$ cat src/rtl/serial_subtractor_if.sv
// ----------------------------------------------------------------------------
// serial_subtractor_if
// Handshake/operand bundle for the bit-serial subtractor.
//   start      : request, honoured only while the unit is not busy
//   A, B, bin  : minuend, subtrahend, borrow-in (captured on accepted start)
//   D, bout    : difference and unsigned borrow-out (valid from done onward)
//   busy, done : operation in progress / one-cycle completion pulse
//   ovf        : signed overflow flag, present only with SERIAL_SUB_OVERFLOW_EN
// Modports: master drives the request side, slave is the subtractor.
// ----------------------------------------------------------------------------
interface serial_subtractor_if #(
    parameter int WIDTH = 5
);
    logic             start;
    logic [WIDTH-1:0] A;
    logic [WIDTH-1:0] B;
    logic             bin;
    logic [WIDTH-1:0] D;
    logic             bout;
    logic             busy;
    logic             done;
`ifdef SERIAL_SUB_OVERFLOW_EN
    logic             ovf;
`endif

    modport master (
        output start, A, B, bin,
`ifdef SERIAL_SUB_OVERFLOW_EN
        input  ovf,
`endif
        input  D, bout, busy, done
    );

    modport slave (
        input  start, A, B, bin,
`ifdef SERIAL_SUB_OVERFLOW_EN
        output ovf,
`endif
        output D, bout, busy, done
    );
endinterface

$ cat src/rtl/serial_subtractor.sv
// ----------------------------------------------------------------------------
// serial_subtractor
// Bit-serial subtractor: D = A - B - bin (mod 2^WIDTH), LSB first, one bit
// per clock through a single difference cell and one borrow flip-flop.
//
// Ports:
//   clk : rising-edge clock
//   rst : asynchronous, active-high reset
//   bus : serial_subtractor_if.slave (start, A, B, bin -> D, bout, busy, done)
//
// Timing: start accepted at edge k; bits processed on edges k+1..k+WIDTH;
// D/bout/done update at edge k+WIDTH+1. A start presented during the done
// cycle is accepted immediately (back-to-back).
//
// Optional feature: define SERIAL_SUB_OVERFLOW_EN to add the ovf output,
// the signed two's-complement overflow of A - B - bin.
// ----------------------------------------------------------------------------
module serial_subtractor #(
    parameter int WIDTH = 5
) (
    input  logic                 clk,
    input  logic                 rst,
    serial_subtractor_if.slave   bus
);
    localparam int CNT_W = $clog2(WIDTH + 1);
    localparam logic [CNT_W-1:0] LAST_CNT = CNT_W'(WIDTH);

    typedef enum logic [1:0] {
        IDLE = 2'd0,
        RUN  = 2'd1,
        DONE = 2'd2
    } state_t;

    state_t           state_r;
    logic [WIDTH-1:0] a_sh_r;
    logic [WIDTH-1:0] b_sh_r;
    logic [WIDTH-1:0] res_r;
    logic             borrow_r;
    logic [CNT_W-1:0] cnt_r;
    logic [WIDTH-1:0] d_r;
    logic             bout_r;
    logic             busy_r;
    logic             done_r;
    logic             accept_s;
    logic             diff_s;
    logic             borrow_next_s;
`ifdef SERIAL_SUB_OVERFLOW_EN
    logic             a_msb_r;
    logic             b_msb_r;
    logic             ovf_r;
`endif

    // Full-subtractor difference bit.
    function automatic logic sub_diff(input logic a, input logic b, input logic br);
        return a ^ b ^ br;
    endfunction

    // Full-subtractor borrow: borrow when a < b + br at this bit position.
    function automatic logic sub_borrow(input logic a, input logic b, input logic br);
        return (~a & b) | (~(a ^ b) & br);
    endfunction

    // Accept logic and the one-bit difference cell.
    always_comb begin
        accept_s      = 1'b0;
        diff_s        = sub_diff(a_sh_r[0], b_sh_r[0], borrow_r);
        borrow_next_s = sub_borrow(a_sh_r[0], b_sh_r[0], borrow_r);
        if (state_r != RUN) begin
            accept_s = bus.start;
        end else begin
            accept_s = 1'b0;
        end
    end

    // Control FSM, operand/result shifters and registered outputs.
    always_ff @(posedge clk or posedge rst) begin
        if (rst) begin
            state_r  <= IDLE;
            a_sh_r   <= {WIDTH{1'b0}};
            b_sh_r   <= {WIDTH{1'b0}};
            res_r    <= {WIDTH{1'b0}};
            borrow_r <= 1'b0;
            cnt_r    <= {CNT_W{1'b0}};
            d_r      <= {WIDTH{1'b0}};
            bout_r   <= 1'b0;
            busy_r   <= 1'b0;
            done_r   <= 1'b0;
`ifdef SERIAL_SUB_OVERFLOW_EN
            a_msb_r  <= 1'b0;
            b_msb_r  <= 1'b0;
            ovf_r    <= 1'b0;
`endif
        end else if (accept_s) begin
            // Accepted from IDLE or straight out of DONE.
            state_r  <= RUN;
            a_sh_r   <= bus.A;
            b_sh_r   <= bus.B;
            res_r    <= {WIDTH{1'b0}};
            borrow_r <= bus.bin;
            cnt_r    <= {CNT_W{1'b0}};
            busy_r   <= 1'b1;
            done_r   <= 1'b0;
`ifdef SERIAL_SUB_OVERFLOW_EN
            a_msb_r  <= bus.A[WIDTH-1];
            b_msb_r  <= bus.B[WIDTH-1];
`endif
        end else begin
            case (state_r)
                IDLE: begin
                    done_r <= 1'b0;
                end
                RUN: begin
                    if (cnt_r == LAST_CNT) begin
                        // All bits shifted: publish result on this edge.
                        d_r     <= res_r;
                        bout_r  <= borrow_r;
                        done_r  <= 1'b1;
                        busy_r  <= 1'b0;
                        state_r <= DONE;
`ifdef SERIAL_SUB_OVERFLOW_EN
                        ovf_r   <= (a_msb_r ^ b_msb_r) & (a_msb_r ^ res_r[WIDTH-1]);
`endif
                    end else begin
                        res_r    <= {diff_s, res_r[WIDTH-1:1]};
                        a_sh_r   <= {1'b0, a_sh_r[WIDTH-1:1]};
                        b_sh_r   <= {1'b0, b_sh_r[WIDTH-1:1]};
                        borrow_r <= borrow_next_s;
                        cnt_r    <= cnt_r + CNT_W'(1);
                    end
                end
                DONE: begin
                    done_r  <= 1'b0;
                    state_r <= IDLE;
                end
                default: begin
                    state_r <= IDLE;
                    busy_r  <= 1'b0;
                    done_r  <= 1'b0;
                end
            endcase
        end
    end

    assign bus.D    = d_r;
    assign bus.bout = bout_r;
    assign bus.busy = busy_r;
    assign bus.done = done_r;
`ifdef SERIAL_SUB_OVERFLOW_EN
    assign bus.ovf  = ovf_r;
`endif

endmodule

$ cat src/flat_wrapper.sv
// flat-port wrapper written by rule: the top's interface ports become plain ports
module serial_subtractor_flat 
#(
    parameter int WIDTH = 5
)
  (clk, rst, bus_start, bus_A, bus_B, bus_bin, bus_D, bus_bout, bus_busy, bus_done);
  serial_subtractor_if #(.WIDTH(WIDTH)) bus_i ();
  input  logic clk;
  input  logic rst;
  input wire logic [$bits(bus_i.start)-1:0] bus_start;
  input wire logic [$bits(bus_i.A)-1:0] bus_A;
  input wire logic [$bits(bus_i.B)-1:0] bus_B;
  input wire logic [$bits(bus_i.bin)-1:0] bus_bin;
  output wire logic [$bits(bus_i.D)-1:0] bus_D;
  output wire logic [$bits(bus_i.bout)-1:0] bus_bout;
  output wire logic [$bits(bus_i.busy)-1:0] bus_busy;
  output wire logic [$bits(bus_i.done)-1:0] bus_done;
  assign bus_i.start = bus_start;
  assign bus_i.A = bus_A;
  assign bus_i.B = bus_B;
  assign bus_i.bin = bus_bin;
  assign bus_D = bus_i.D;
  assign bus_bout = bus_i.bout;
  assign bus_busy = bus_i.busy;
  assign bus_done = bus_i.done;
  serial_subtractor #(.WIDTH(WIDTH)) u_core (.clk(clk), .rst(rst), .bus(bus_i));
endmodule
$ cat config.mk
export PLATFORM = sky130hd
export DESIGN_NAME = serial_subtractor_flat
export DESIGN_NICKNAME = d
export VERILOG_FILES = /design/src/rtl/serial_subtractor_if.sv /design/src/rtl/serial_subtractor.sv /design/src/flat_wrapper.sv
export SDC_FILE = /design/constraint.sdc
export NUM_CORES = 1
export LEC_CHECK = 0
export CAP_MARGIN = 20
export CORE_MARGIN = 2
export CORE_UTILIZATION = 45
export DETAILED_ROUTE_END_ITERATION = 6
export PLACE_DENSITY = 0.7
export SYNTH_ARGS = -nofsm -noshare
export SYNTH_HDL_FRONTEND = slang
export SYNTH_SLANG_ARGS = --single-unit
$ cat constraint.sdc
create_clock -name clk -period 2.1 [get_ports clk]
set_input_delay 0.42 -clock clk [delete_from_list [all_inputs] [get_ports clk]]
set_output_delay 0.42 -clock clk [all_outputs]
set_load 0.05 [all_outputs]
Word-level counts from Yosys, hierarchy flattened
Cells that the tools add are included.
{ "word_totals": {"reg_bits": 29, "inputBits": 14, "out_inout_bits": 8, "elab_cells": 59} }
{ "op_classes": {"addsub": 1, "n_eq_ne": 8, "n_mux": 25, "bitwise": 8, "n_reduce_logical": 7} }
{ "op_table": {"columns": ["op", "count"], "rows": [
  ["$mux 5", 9],
  ["$mux 1", 9],
  ["$mux 3", 3],
  ["$ne 2x1->1 const B", 4],
  ["$reduce_and 2->1", 3],
  ["$mux 2", 2],
  ["$pmux 2 s2", 1],
  ["$add 3x1->3 const B", 1],
  ["$eq 3x3->1 const B", 1],
  ["$ne 3x1->1 const B", 1],
  ["$not 1->1", 3],
  ["$reduce_and 3->1", 1],
  ["$and 1x1->1", 2],
  ["$eq 2x1->1 const B", 1],
  ["$eq 2x2->1 const B", 1],
  ["$logic_not 2->1", 1],
  ["$pmux 1 s2", 1],
  ["$reduce_bool 2->1", 1],
  ["$reduce_or 2->1", 1],
  ["$xor 1x1->1", 2],
  ["$or 1x1->1", 1]
]} }

Depth between registers and ports, before layout
Gate-level depths: netlist of run 1.
{ "depth": {"word_depth": 7, "ltp_mapped": 7, "depth_no_buf": 6} }

Worst setup path before layout of run 1
Ideal clock, no wire load.
{ "synth_path": {"path_kind": "reg-to-reg", "from": "register u_core.cnt_r[0]", "to": "register u_core.d_r[0] (netlist: u_core.bus.D[0])", "t_arrival_ns": 1.375, "required_ns": 1.975, "path_slack_ns": 0.600, "stages_incl_launch_ff": 6, "n_path_buf": 1, "path_cell_list": "dfrtp_1 -> ha_1 -> and2_1 -> buf_2 -> nand2_1 -> mux2_2"} }
{ "synth_via": {"elab_chain_cells": 2} }
{ "synth_lines": {"columns": ["element", "line", "source"], "rows": [
  ["from (decl)", "serial_subtractor.sv:39", "logic [CNT_W-1:0] cnt_r;"],
  ["from (signal assigned)", "serial_subtractor.sv:83", "cnt_r <= {CNT_W{1'b0}};"],
  ["from (signal assigned)", "serial_subtractor.sv:100", "cnt_r <= {CNT_W{1'b0}};"],
  ["from (signal assigned)", "serial_subtractor.sv:128", "cnt_r <= cnt_r + CNT_W'(1);"],
  ["$eq 3x3->1", "serial_subtractor.sv:113", "if (cnt_r == LAST_CNT) begin"],
  ["$reduce_and 3->1 (no source line)", null, null],
  ["to (signal assigned)", "serial_subtractor.sv:84", "d_r <= {WIDTH{1'b0}};"],
  ["to (signal assigned)", "serial_subtractor.sv:115", "d_r <= res_r;"],
  ["to (decl)", "serial_subtractor.sv:40", "logic [WIDTH-1:0] d_r;"]
]} }
No other way between the ends.
A chain may end at the register's enable or synchronous reset.

Final worst setup path of run 1
{ "layout_path": {"from": "register u_core.busy_r (netlist: u_core.bus.busy)", "to": "output bus_busy"} }
{ "layout_rtl": {"columns": ["element", "line", "source"], "rows": [
  ["from (decl)", "serial_subtractor.sv:42", "logic busy_r;"],
  ["from (signal assigned)", "serial_subtractor.sv:86", "busy_r <= 1'b0;"],
  ["from (signal assigned)", "serial_subtractor.sv:101", "busy_r <= 1'b1;"],
  ["from (signal assigned)", "serial_subtractor.sv:118", "busy_r <= 1'b0;"],
  ["to (decl)", "flat_wrapper.sv:16", "output wire logic [$bits(bus_i.busy)-1:0] bus_busy;"]
]} }
No word-level cell between the ends.

==> metrics.md, run 1 <==
| Metric | Value |
|---|---|
| Switch Pwr | 0.9926 mW |
| CTS buffer count | 5 |
| CP startpoint kind | register |
| Yosys top cell by area | dfrtp_1 |
| Post-cts resize count | 0 |
| Cell area after placement | 1505 µm² |
| DR iter-0 viols | 27 |
| Sequential Power Share | 0.387 |
| Hold WC Path Type | input pin to asynchronous set/reset pin |
| Clock power frac | 0.131 |
| Delay-heaviest family, CP | buffers and inverters |
| Wire length on met1 | 1.146 mm |
| Final instance area | 1556 µm² |
| Period Utilization, post-route | 0.9133 |
| Avg Synthesized Cell Area | 11.87 µm² |
| Mapped cell area | 1259 µm² |
| Die Height | 56.89 µm |
| CTS clk-pin slew, worst paths | 0.10 ns |
| MaxCap Viol Count | 0 |
| Hold Vio Cnt, Final | 0 |
| Most frequent cell after synthesis | dfrtp_1 |
| Max FO, Critical Path | 2 |
| Clock Skews | 0.01220 ns |
| Drt total wl | 2.472 mm |
| Slew Limit Fails | 0 |
| # port buffers | 21 |
| Core ar. | 2710 µm² |
| Number of synthesized register bits | 29 |
| DR DRC count | 0 |
| H-tree levels | 2 |
| Vias per cell | 5.533 |
| Required time worst endpoint | 1.68 ns |
| Top cells by count, synth | dfrtp_1 (29), inv_1 (8), a22o_1 (7), o21ai_0 (7), mux2_2 (6) |
| Area Overhead vs Synth | 23.66% |
| CP Buf/Inv Count | 1 |
| CTS tree | built |
| GRT Util Overall | 0.1814 |
| Final core utilization | 0.5743 |
| Rel. slew slack | 0.6687 |
| Clk root buf | clkbuf_4 |
| Detailed Place HPWL | 1.678 mm |
| Routability cong. | 0.7984 |
| Hold-fix buffers, CTS | 0 |
| CP cell instances | clkdlybuf4s50_1 |
| I/O pin cnt | 22 |
| Pleak | 0.7306 nW |
| CP max-delay cell | clkdlybuf4s50_1 |
| Final Non-Filler Cells | 165 |
| Worst Setup End Kind | primary output |
| FP Rows | 19 |
| Initial Util | 0.4645 |
| Setup TNS | 0 ns |
| Vias in the first global route | 972 |
| CTS Buffer Depth | 2 |
| Routed Antenna Nets | 0 |
| VDD IR max | 1043 µV |
| Outcome | finished, final reports clean |
| Setup violators final | 0 |
| Fraction of registers with async set/reset | 1.000 |
| Combinational Power Share | 0.481 |
| Seq/Total Area, Yosys | 0.5765 |
| Kind of critical path | register to primary output |
| Synth warn | 0 |
| Initial antenna violation count | 0 |
| Grt ovf | 0 |
| Least-Margin Pin Slew | 0.4954 ns |
| Met2 routed WL | 1.154 mm |
| Total die area | 3236 µm² |
| Mapped Cells | 106 |
| Sinks on Clock Net | 29 |
| Number of post-CTS setup repair buffers | 0 |
| Post-Syn Nets | 123 |
| Period minus WS final | 1.918 ns |
| DR WL/cell | 14.98 µm |
| Top layer used by detailed routing | met4 |
| ANT cells | 0 |
| Critical path data arrival time | 1.50 ns |
| Pwr dens | 1555 nW/µm² |
| Global-route wire length before repair | 4.422 mm |
| Sw frac | 0.4101 |
| Synth top area cells | dfrtp_1 (58%), mux2_2 (5.4%), a22o_1 (4.9%), a221o_1 (3.2%), o21ai_0 (2.8%) |
| Metal3 WL | 136 µm |
| Placed insts | 157 |
| P_int | 1.428 mW |
| Clk_lat worst skew | 0.33 ns |
| First drt pass iteration count | 4 |
| Share of cells above drive strength 1 | 0.1493 |
| Top achievable clock speed | 521.4 MHz |
| Nets | 150 |
| Distinct cells, synth | 27 |
| Number of synthesized flops with an enable pin | 0 |
| Unrepaired setup endpoints after global routing | no |
| Horiz. Die Dim | 56.89 µm |
| Vias | 913 |
| Post-synth top area share | 0.5765 |
| CP max stage delay | 0.81 ns |
| Ys flop type | dfrtp_1 |
| Largest net degree at the start of global routing | 30 |
==> cells by family after synthesis <==
| group | after synthesis | share of synthesized area |
|---|---|---|
| AO/OA/AOI/OAI | 29 | 0.1670 |
| adder cells (fa/ha/maj) | 3 | 0.03578 |
| buffers and inverters | 14 | 0.05567 |
| flip-flops | 29 | 0.5765 |
| multiplexers | 7 | 0.06461 |
| AND/OR/NAND/NOR | 24 | 0.1004 |
==> per-stage QoR <==
step	setup slack (ns)	power, mW	hold slack [ns]
after floorplan	0.6000	1.793	0.4580
after global placement	0.3735	2.080	0.4774
after detailed placement	0.3045	2.120	0.4854
after CTS	0.1630	2.450	0.4560
after global routing	0.1193	2.620	0.5149
final	0.1820	2.420	0.4547
==> metal layers <==
metal | vias up | track usage
li1 | 435 | -
met5 | - | 0
met2 | 29 | 0.2808
met1 | 444 | 0.2294
met3 | 5 | 0.05530
met4 | 0 | 0.08970
==> flip-flops by register name, summed over array words and instances (netlist names), 2 cells and up <==
signal	flops
u_core.res_r	5
u_core.b_sh_r	5
u_core.cnt_r	3
u_core.bus.D	5
u_core.a_sh_r	5
u_core.state_r	2
==> path summary, 6_finish.rpt <==
| check | start | endpoint | slack [ns] | cells past startpoint |
|---|---|---|---|---|
| max reg2reg | u_core.cnt_r[0] | u_core.a_sh_r[3] | 0.38 | 5 |
| max in group asynchronous | rst | u_core.a_sh_r[3] | 1.37 | 3 |
| min reg2reg | u_core.a_sh_r[4] | u_core.a_sh_r[4] | 0.50 | 1 |
| min in group clk | u_core.a_sh_r[4] | u_core.a_sh_r[4] | 0.50 | 1 |
| max | u_core.bus.busy | bus_busy | 0.18 | 1 |
| min | rst | u_core.bus.bout | 0.45 | 3 |
==> power groups by stage <==
stage | sequential, mW | clock, mW | combinational, mW
after floorplan | 1.15 | 0 | 0.648
after global placement | 0.940 | 0 | 1.14
after detailed placement | 0.947 | 0 | 1.17
after CTS | 0.939 | 0.328 | 1.18
after global routing | 0.973 | 0.359 | 1.29
final | 0.938 | 0.317 | 1.17
==> layout by cell type (no fill, tap or decap), drive strengths merged, types with 5 or more instances in the layout <==
master         synthesis  routed
dfrtp                 29      29
clkdlybuf4s50          0      21
and3                   5       5
o21ai                  7       7
buf                    4       5
nand3                  5       5
a22o                   7       7
inv                    8       8
clkbuf                 2       6
mux2                   6       6
==> area by class of cell <==
class | instances | area [µm²]
clock buffer | 6 | 41.29
clock inverter | 2 | 10.01
fill | 259 | 1154
inverter | 8 | 30.03
multi-input combinational | 63 | 462.9
sequential | 29 | 725.7
tap | 31 | 38.79
timing repair buffer | 26 | 247.7
==> tightest hold or removal path, stage by stage <==
cell,delay [ns]
clkdlybuf4s50_1,0.39
inv_1,0.05
buf_4,0.33
Power figures use the tool's default switching activity.
==> run 2, diff against run 1 <==
Settings changed: CORE_MARGIN 2 to 5, SETUP_SLACK_MARGIN set to 0.5.
Clock period 2.1 ns to 2 ns, I/O delays scaled along.
==> run 2 against run 1 <==
Compared with the run above: worst setup slack improved by 0.36 ns; critical endpoint is now u_core.bus.D[4]; first-iteration DRC count fell by 37%; worst hold slack got worse by 0.0088 ns; wire length rose by 3.9%; highest routed layer unchanged.
==> metrics.md, run 2 (synthesis results as in run 1) <==
| Metric | Value |
|---|---|
| DR WL/cell | 15.29 µm (+2.1%) |
| Grt ovf | 0 (unchanged) |
| Core ar. | 2710 µm² (unchanged) |
| DR DRC count | 0 (unchanged) |
| Nets | 153 (+2.0%) |
| Hold WC Path Type | input pin to asynchronous set/reset pin |
| Initial Util | 0.4645 (unchanged) |
| CTS Buffer Depth | 2 (unchanged) |
| Total die area | 3955 µm² (+22%) |
| Unrepaired setup endpoints after global routing | yes |
| Rel. slew slack | 0.7290 (+0.06034) |
| VDD IR max | 1185 µV (+14%) |
| CP cell instances | inv_1, ha_2, and2_4, nand2_2, inv_2, mux2_2 |
| Period Utilization, post-route | 0.7298 |
| Top achievable clock speed | 685.1 MHz |
| CTS clk-pin slew, worst paths | 0.09 ns (about the same) |
| Setup violators final | 0 (unchanged) |
| Clk root buf | clkbuf_4 |
| CTS buffer count | 5 (unchanged) |
| Sinks on Clock Net | 29 (unchanged) |
| Flop-to-flop setup slack | 0.54 ns (+0.16 ns) |
| Slew Limit Fails | 0 (unchanged) |
| Reg2reg start | u_core.cnt_r[1] |
| Pwr dens | 1624 nW/µm² (+4.4%) |
| Cells on worst reg2reg path | 6 (+1) |
| CP startpoint kind | register |
| Vias in the first global route | 976 (+0.41%) |
| Initial antenna violation count | 0 (unchanged) |
| Drt total wl | 2.569 mm (+3.9%) |
| CP Buf/Inv Count | 2 (+1) |
| Commonest cells after routing, fill and taps aside | dfrtp_1 (29), clkdlybuf4s50_1 (13) |
| Critical Path Stages | 6 (+5) |
| Routed Antenna Nets | 0 (unchanged) |
| H-tree levels | 2 (unchanged) |
| MaxCap Viol Count | 0 (unchanged) |
| FP Rows | 19 (unchanged) |
| Share of cells above drive strength 1 | 0.2628 (+0.1135) |
| I/O pin cnt | 22 (unchanged) |
| RR Endpoint | u_core.bus.D[4] |
| Routability cong. | 0.8262 (+3.5%) |
| Max FO, Critical Path | 6 (+4) |
| Largest net degree at the start of global routing | 30 (unchanged) |
| First drt pass iteration count | 4 (unchanged) |
| Kind of critical path | register to register |
| Final worst setup slack | 0.5404 ns (+0.3584 ns) |
| # port buffers | 21 (unchanged) |
| Die Height | 62.89 µm (+11%) |
| Period minus WS final | 1.460 ns |
| Global-route wire length before repair | 4.698 mm (+6.2%) |
| Critical Path Start | u_core.cnt_r[1] |
| Clock Skews | 0.005413 ns (-0.006788 ns) |
| Delay-heaviest family, CP | flip-flops |
| Required time worst endpoint | 2.21 ns (+0.53 ns) |
| Worst Setup End Kind | register |
| Least-Margin Pin Slew | 0.4050 ns (-0.09046 ns) |
| Critical path data arrival time | 1.67 ns (+0.17 ns) |
| Fillers | 242 (-6.6%) |
| DR iter-0 viols | 17 (-37%) |
| Hold-fix buffers, CTS | 0 (unchanged) |
| Setup TNS | 0 ns (unchanged) |
| CP max stage delay | 0.39 ns (-0.42 ns) |
| CTS tree | built |
| Detailed Place HPWL | 1.743 mm (+3.9%) |
| Most common cell after layout, fill and taps aside | dfrtp_1 |
| CP max-delay cell | dfrtp_1 |
| Horiz. Die Dim | 62.89 µm (+11%) |
| Hold Vio Cnt, Final | 0 (unchanged) |
| GRT Util Overall | 0.1496 (-0.03184) |
| Clk_lat worst skew | 0.32 ns (about the same) |
| Outcome | finished, final reports clean |
| Pre-CTS WS | 0.2319 ns (-0.07256 ns) |
| Critical path endpoint | u_core.bus.D[4] |
| Vias | 916 (+0.33%) |
| ANT cells | 0 (unchanged) |
| Pleak | 0.7710 nW (+5.5%) |
| Area Overhead vs Synth | 27.34% |
| Vias per cell | 5.452 (-1.5%) |
[run 2: cell count changes in the layout (fill, tap and decap cells not counted), sizes merged]
cell	delta
clkdlybuf4s50	-8
buf	+6
clkdlybuf4s15	+5
[run 2: worst min-delay path by stage]
stage	start	end	slack, ns	depth (start not counted)
final	rst	u_core.bus.done	0.45	3
after CTS	rst	u_core.b_sh_r[3]	0.46	3
after global placement	u_core.bus.done	u_core.bus.done	0.48	1
after floorplan	u_core.a_sh_r[4]	u_core.a_sh_r[4]	0.46	1
after global routing	rst	u_core.res_r[3]	0.48	3
after detailed placement	u_core.a_sh_r[4]	u_core.a_sh_r[4]	0.48	1
[run 2: layer usage]
layer | wire length [µm] | vias up | global-route usage
li1 | - | 442 | -
met1 | 1186 | 449 | 0.1945
met2 | 1202 | 19 | 0.2244
met3 | 137 | 6 | 0.05216
met4 | 43 | 0 | 0.06366
met5 | 0 | - | 0
[run 2: through the flow]
step                instances  total power, mW  area (µm²)  hold slack [ns]  utilization
global placement          157            2.189        1508           0.4768       0.5563
detailed placement        157            2.220        1508           0.4840       0.5563
CTS                       166            2.565        1587           0.4563       0.5854
floorplan                 106            1.887        1261           0.4580            -
finish                    168            2.602        1603           0.4459       0.5914
global route              168            2.807        1603           0.4816       0.5914
[run 2: tightest hold or removal path: stages]
cell,delay (ns)
clkdlybuf4s50_1,0.40
inv_1,0.05
buf_4,0.33
[run 2: report_power, final]
group          switching [mW]  total (mW)  internal (mW)
clock network           0.197       0.331          0.134
registers               0.146       0.983          0.836
logic                   0.724        1.29          0.565
total                    1.07        2.60           1.53
[run 2: repair_timing]
item,4_1_cts,5_1_grt
endpoints found under the hold margin,0,0
resized for setup,28,9
setup endpoints to repair,27,19
gates cloned,0,0
buffers inserted,1,2
[run 2: area by class of cell]
class	instances	area, µm²	share of cell area
flip-flops and latches	29	725.7	0.4528
well taps	31	38.79	0.02420
repair buffers	29	274.0	0.1710
clock buffers	6	41.29	0.02576
clock inverters	2	10.01	0.006245
multi-input cells	63	483.0	0.3013
inverters	8	30.03	0.01874
